[config.mk]
export PLATFORM = sky130hd
export DESIGN_NAME = divide_seq
export DESIGN_NICKNAME = d
export VERILOG_FILES = /design/src/rtl/divide_seq.sv
export SDC_FILE = /design/constraint.sdc
export NUM_CORES = 1
export LEC_CHECK = 0
export CORE_MARGIN = 2
export CORE_UTILIZATION = 27
export DETAILED_ROUTE_END_ITERATION = 12
export GPL_ROUTABILITY_DRIVEN = 0
export GPL_TIMING_DRIVEN = 0
export SLEW_MARGIN = 20
export SYNTH_ARGS = -nofsm -noshare
export SYNTH_HDL_FRONTEND = slang
export SYNTH_SLANG_ARGS = --single-unit
[constraint.sdc]
create_clock -name clk -period 3 [get_ports clk]
set_clock_uncertainty 0.15 [all_clocks]
set_input_delay 0.9 -clock clk [delete_from_list [all_inputs] [get_ports clk]]
set_output_delay 0.9 -clock clk [all_outputs]
set_load 0.005 [all_outputs]
[src/rtl/divide_seq.sv]
// rtl/divide_seq.sv - multi-cycle restoring divider, one quotient bit per clock
//
// Ports:
//   clk        system clock, all state changes on the rising edge
//   clr        synchronous active-low reset
//   start      divide request, accepted only while busy is low
//   dividend   numerator, captured on an accepted start
//   divisor    denominator, captured on an accepted start
//   is_signed  (DIVIDE_SEQ_SIGNED_EN only) treat operands as two's complement
//   busy       high from acceptance until the done pulse has passed
//   done       one-cycle pulse when quotient/remainder become valid
//   quotient   result quotient, held until the next accepted start
//   remainder  result remainder, held until the next accepted start
//   div_zero   latest result came from a zero divisor
//
// Optional feature macro: DIVIDE_SEQ_SIGNED_EN (signed division, truncating toward zero).

module divide_seq #(
    parameter int WIDTH = 32,
    parameter int CNT_W = $clog2(WIDTH + 1)
) (
    input  logic             clk,
    input  logic             clr,
    input  logic             start,
    input  logic [WIDTH-1:0] dividend,
    input  logic [WIDTH-1:0] divisor,
`ifdef DIVIDE_SEQ_SIGNED_EN
    input  logic             is_signed,
`endif
    output logic             busy,
    output logic             done,
    output logic [WIDTH-1:0] quotient,
    output logic [WIDTH-1:0] remainder,
    output logic             div_zero
);

    localparam logic [1:0] S_IDLE   = 2'd0;
    localparam logic [1:0] S_BUSY   = 2'd1;
    localparam logic [1:0] S_FINISH = 2'd2;

    logic [1:0]       state;
    // Partial remainder. Every iteration leaves it strictly below M, so the
    // extra sign bit is only needed in the working value, not in storage.
    logic [WIDTH-1:0] a;
    logic [WIDTH-1:0] q;
    logic [WIDTH-1:0] m;
    logic [CNT_W-1:0] cnt;
    logic             zero_op;

    logic [WIDTH:0]   a_sh;
    logic [WIDTH:0]   a_sub;
    logic [WIDTH-1:0] dvd_mag;
    logic [WIDTH-1:0] dvs_mag;
    logic [WIDTH-1:0] res_q;
    logic [WIDTH-1:0] res_r;
    logic             accept;

    // {A,Q} shifted left, then trial subtraction; a set sign bit means restore.
    assign a_sh  = {a, q[WIDTH-1]};
    assign a_sub = a_sh - {1'b0, m};

    // The done cycle still counts as busy so a start there is not taken.
    assign busy   = (state != S_IDLE) || done;
    assign accept = start && !busy;

`ifdef DIVIDE_SEQ_SIGNED_EN
    logic q_neg;
    logic r_neg;
    logic [WIDTH-1:0] mag_r;

    assign dvd_mag = (is_signed && dividend[WIDTH-1]) ? '0 - dividend : dividend;
    assign dvs_mag = (is_signed && divisor[WIDTH-1])  ? '0 - divisor  : divisor;
    // On divide-by-zero Q still holds the dividend magnitude; re-applying the
    // dividend sign gives back the original dividend as the remainder.
    assign mag_r = zero_op ? q : a;
    assign res_r = r_neg ? '0 - mag_r : mag_r;
    assign res_q = zero_op ? '1 : (q_neg ? '0 - q : q);
`else
    assign dvd_mag = dividend;
    assign dvs_mag = divisor;
    assign res_r   = zero_op ? q : a;
    assign res_q   = zero_op ? '1 : q;
`endif

    always_ff @(posedge clk) begin
        if (!clr) begin
            state     <= S_IDLE;
            a         <= '0;
            q         <= '0;
            m         <= '0;
            cnt       <= '0;
            zero_op   <= 1'b0;
            done      <= 1'b0;
            quotient  <= '0;
            remainder <= '0;
            div_zero  <= 1'b0;
`ifdef DIVIDE_SEQ_SIGNED_EN
            q_neg     <= 1'b0;
            r_neg     <= 1'b0;
`endif
        end else begin
            done <= 1'b0;
            case (state)
                S_IDLE: begin
                    if (accept) begin
                        a       <= '0;
                        q       <= dvd_mag;
                        m       <= dvs_mag;
                        zero_op <= (divisor == '0);
`ifdef DIVIDE_SEQ_SIGNED_EN
                        q_neg   <= is_signed && (dividend[WIDTH-1] ^ divisor[WIDTH-1]);
                        r_neg   <= is_signed && dividend[WIDTH-1];
`endif
                        if (divisor == '0) begin
                            state <= S_FINISH;
                        end else begin
                            cnt   <= CNT_W'(WIDTH);
                            state <= S_BUSY;
                        end
                    end
                end
                S_BUSY: begin
                    if (a_sub[WIDTH]) begin
                        a <= a_sh[WIDTH-1:0];
                        q <= {q[WIDTH-2:0], 1'b0};
                    end else begin
                        a <= a_sub[WIDTH-1:0];
                        q <= {q[WIDTH-2:0], 1'b1};
                    end
                    cnt <= cnt - 1'b1;
                    if (cnt == CNT_W'(1)) begin
                        state <= S_FINISH;
                    end
                end
                S_FINISH: begin
                    quotient  <= res_q;
                    remainder <= res_r;
                    div_zero  <= zero_op;
                    done      <= 1'b1;
                    state     <= S_IDLE;
                end
                default: state <= S_IDLE;
            endcase
        end
    end

endmodule

**Word level (Yosys, flattened, before mapping)**

Cells that the tools add are included.

- Flip-flop bits (word level): 171
- Word-level logic and storage cells: 45

- $add $sub $neg: 2
- Eq/ne operators: 6
- Mux-type cells: 16
- Reduce and logical (&&, ||, !) cells: 11

Operators with widths:

| operator | count |
|---|---|
| 32-bit 2-to-1 mux | 5 |
| 32-bit one-hot mux with 2 select lines | 2 |
| 33-bit by 32-bit subtractor with 33-bit output | 1 |
| 32-bit logical NOT | 1 |
| 6-bit 2-to-1 mux | 2 |
| 6-bit one-hot mux with 2 select lines | 1 |
| 6-bit by 1-bit == test with 1-bit output (second input constant) | 1 |
| 2-bit 2-to-1 mux | 3 |
| 2-bit != test (second input constant) | 3 |
| 2-bit AND reduction | 3 |
| 6-bit by 1-bit subtractor with 6-bit output (second input constant) | 1 |
| 2-bit one-hot mux with 2 select lines | 1 |
| 2-bit nonzero test | 2 |
| 3-bit AND reduction | 1 |
| 2-bit by 1-bit == test with 1-bit output (second input constant) | 1 |
| 2-bit == test (second input constant) | 1 |
| 2-bit logical NOT | 1 |
| 1-bit 2-to-1 mux | 2 |
| 1-bit logical AND | 1 |
| 1-bit logical NOT | 1 |
| 1-bit logical OR | 1 |

**Depth between registers and ports, before layout**

- Depth after elaboration: 6
- Mapped depth: 13
- Gate-level depth less buffers: 12

**Least setup slack after synthesis**

Ideal clock, no wire load.

- Path type: register to register
- From: register q[31]
- To: register a[1]
- Setup time: 0.122 ns
- Arrival time: 2.718 ns
- Path slack: 0.010 ns
- Stages on the path, launching flop included: 13
- Path buffers: 0
- Cell sequence: dfxtp_1 > inv_1 > ha_1 > inv_1 > fa_1 > a21oi_2 > o211ai_2 > a211o_1 > a31o_1 > or3_4 > a21oi_4 > nor2_4 > a311o_1

- Cells in the longest elaborated chain, start to end: 3

RTL lines:

| item | line | text |
|---|---|---|
| start: declaration | 45 | `logic [WIDTH-1:0] q;` |
| start signal: assignment | 107 | `q <= dvd_mag;` |
| start signal: assignment | 125 | `q <= {q[WIDTH-2:0], 1'b0};` |
| start signal: assignment | 128 | `q <= {q[WIDTH-2:0], 1'b1};` |
| 33-bit by 32-bit subtractor with 33-bit output | 60 | `assign a_sub = a_sh - {1'b0, m};` |
| 32-bit 2-to-1 mux | 123 | `if (a_sub[WIDTH]) begin` |
| 32-bit one-hot mux with 2 select lines | 103 | `case (state)` |
| end signal: assignment | 124 | `a <= a_sh[WIDTH-1:0];` |
| end signal: assignment | 127 | `a <= a_sub[WIDTH-1:0];` |
| end: declaration | 44 | `logic [WIDTH-1:0] a;` |

Every way passes these cells.
A chain may end at the register's enable or synchronous reset.

**Worst setup path in the final report**

Same ends and word-level chain as after synthesis.

==> results.toml <==
[run_status]
status = "finished with violations"
violations = "negative setup slack"

[final_layout]
drive_gt1_share_pct = 8.633
fin_cells = 1764
final.fill_count = 3584
post-route-util_pct = 35.24
antennaDiodeCount = 0
final_area_mm2 = 0.01208
area_growth_pct = 29.60
nNetsFinal = 1398

[detailed_routing]
vias = 8883
drt-initial-drc-count = 639
drc = 0
ant_nets = 0
wl_per_cell_um = 17.50
drtPass1Iterations = 5
avgViaCountPerCell = 5.036
wl_mm = 30.86

[synth]
netlist.area_leader.share_pct = 36.71
synthAdderAreaFrac_pct = 4.777
synth_compound_area_share_pct = 24.34
ys_ff_latch = 171
yosysMostFrequentCell = "nand2_1"
yosys.area.top_type = "dfxtp_1"
synthTopCellsByArea = "dfxtp_1, nand2_1, a21boi_0, ha_1, o211a_1"
syn-cell-area_mm2 = 0.009324
synth_common_cells = "nand2_1, dfxtp_1, a21boi_0, clkbuf_1, nor2_1"
synth_edf_count = 0
postSynth.asyncResetShare_pct = 0
synth_top_family_by_area = "compound AO/OA/AOI/OAI gates"
muxShareOfSynthArea_pct = 3.328
syn_avg_cell_area_um2 = 8.259
syn_nets = 1231
synth-seq-area-share_pct = 36.71
synth_cell_types = 64
syn-instance-count = 1129
yosysWarnings = 0
ys.flop_type = "dfxtp_1"
synth-simple-area-share_pct = 22.83
synth-xor-area-share_pct = 2.442

[min_path]
hold_start = "m[15]"
min_path_type = "flip-flop to flip-flop"

[setup_path]
cp-end-kind = "flip-flop"
path_class = "flip-flop to flip-flop"
worstReg2RegStart = "q[31]"
start_kind = "flip-flop"
crit_required_ns = 3.17
crit_start = "q[31]"
arrival_ns = 3.29
r2r_slack_ns = -0.13
crit_path_max_fanout = 8

[clock_tree]
cts_tree = "yes"
root_buffer = "clkbuf_16"
cts_made_buffers = 17
cts_sinks = 171
clockBufferDepth = 2
clk_pin_slew_ns = 0.07
clk_latency_ns = 0.43
cts.htree.levels = 4

[pwr]
internal-power_uw = 5620
power.share.clock_pct = 23.5
pwr-share-seq_pct = 28.5
p_per_area_mw_per_mm2 = 781.7
switching_power_uw = 3827
netSwitchingFraction_pct = 40.51
power_leakage_uw = 0.004776
ir_drop_uv = 422.5
pwr-share-comb_pct = 48.0

[sta]
rsz0062_at_grt = "true"
finalHoldViolCount = 0
hold_ws_ns = 0.3136
fmax_ghz = 0.3199
fin_ws_ns = -0.1257
worst-slew-pin-transition_ns = 0.7612
maxSlewViolCount = 0
finalCritPeriodShare_pct = 104.2
slew_headroom_pct = 49.25
setup_viol = 31
final.setup.tns_ns = -2.041
fin_crit_ns = 3.126

[placement]
dpl-instance-area_mm2 = 0.01122
io_buffers = 133
hpwl_mm = 24.33
place_inst = 1717

[global_routing]
gr-total-overflow = 0
grt_pass1_vias = 8520
antenna_found_initial = 0
grt_pass1_wl_mm = 47.47
grt_max_degree = 17
grt_usage_pct = 16.92

[die]
die_y_um = 189.8
core_mm2 = 0.03429
die_area_mm2 = 0.03604
pin_count = 134
initial_core_util_pct = 27.19
die_x_um = 189.8
rows = 68

[run]
maxCapViolCount = 0
## worst paths after layout
| check | endpoint | depth (start not counted) |
|---|---|---|
| hold reg to reg | m[15] | 2 |
| hold / removal | m[15] | 2 |
| setup reg to reg | a[1] | 12 |
| setup / recovery | a[1] | 12 |
## repair_timing
item / CTS / global route
gates resized for setup: 17 / 26
hold buffers: 0 / 0
cloned: 1 / 1
pin swaps: 16 / 7
setup endpoints to repair: 33 / 50
buffers inserted: 8 / 5
## critical path, cell delays in order, from the launching register on
cell      delay [ns]
dfxtp_4         0.35
inv_4           0.06
ha_4            0.14
inv_2           0.04
fa_2            0.36
a21oi_4         0.17
o211ai_2        0.12
a211o_1         0.33
a31o_4          0.26
or3_4           0.36
a21oi_4         0.18
nor2_4          0.11
a311o_1         0.39
## sequential cells by signal, summed over array words and instances (netlist names)
register / cells
zero_op: 1
q: 32
cnt: 6
remainder: 32
div_zero: 1
quotient: 32
done: 1
a: 32
m: 32
state: 2
## kinds of logic (layout without fill, tap and decap cells)
group / after synthesis / count (layout)
XOR/XNOR: 26 / 26
buffers and inverters: 128 / 308
multiplexers: 31 / 31
flip-flops: 171 / 171
AND/OR/NAND/NOR: 444 / 444
AO/OA/AOI/OAI: 294 / 294
adder cells (fa/ha/maj): 35 / 35
## layout make-up
type | count | area [um2] | share of cell area (%)
well taps | 455 | 569.3 | 4.711
clock buffers | 19 | 452.9 | 3.748
clock inverters | 13 | 130.1 | 1.077
plain buffers | 83 | 374.1 | 3.096
inverters | 45 | 171.4 | 1.419
multi-input cells | 830 | 5464 | 45.22
repair buffers | 148 | 1489 | 12.32
flip-flops and latches | 171 | 3433 | 28.41
## placed cells by master (no fill, tap or decap), types with 23 or more instances in the layout
cell | netlist | routed
a21boi_0 | 68 | 67
a21oi_1 | 31 | 29
a22oi_1 | 31 | 31
clkbuf_1 | 63 | 60
clkdlybuf4s50_1 | 0 | 133
dfxtp_1 | 171 | 165
ha_1 | 34 | 33
inv_1 | 45 | 43
mux2i_1 | 31 | 31
nand2_1 | 211 | 211
nand4_1 | 30 | 30
nor2_1 | 53 | 52
nor3_1 | 47 | 46
nor3b_1 | 32 | 32
o211a_1 | 33 | 33
o21ai_0 | 24 | 23
## metrics by stage
stage                     power (uW)  setup slack [ns]
after CTS                       8962           -0.1973
after floorplan                 5565          0.009714
final                           9447           -0.1257
after detailed placement        6627           -0.4473
after global routing            9953           -0.2053
after global placement          6583           -0.4268
## power groups by stage
| stage | combinational (uW) | sequential, uW | clock, uW |
|---|---|---|---|
| 6_report | 4540 | 2690 | 2220 |
| 5_1_grt | 4910 | 2710 | 2330 |
| 4_1_cts | 4060 | 2680 | 2230 |
| 3_5_place_dp | 3900 | 2730 | 0 |
| 3_3_place_gp | 3860 | 2720 | 0 |
| 2_1_floorplan | 2940 | 2620 | 0 |
## routing by layer
| layer | up-vias | GRT usage, % | wire, um | share of wire (%) |
|---|---|---|---|---|
| li1 | 4382 | - | - | - |
| met1 | 4126 | 23.43 | 14340 | 46 |
| met2 | 331 | 27.09 | 13770 | 45 |
| met3 | 44 | 2.749 | 2158 | 7.0 |
| met4 | 0 | 4.830 | 594 | 1.9 |
| met5 | - | 0 | 0 | 0 |
Note: power is estimated with default switching activity, not from simulation.
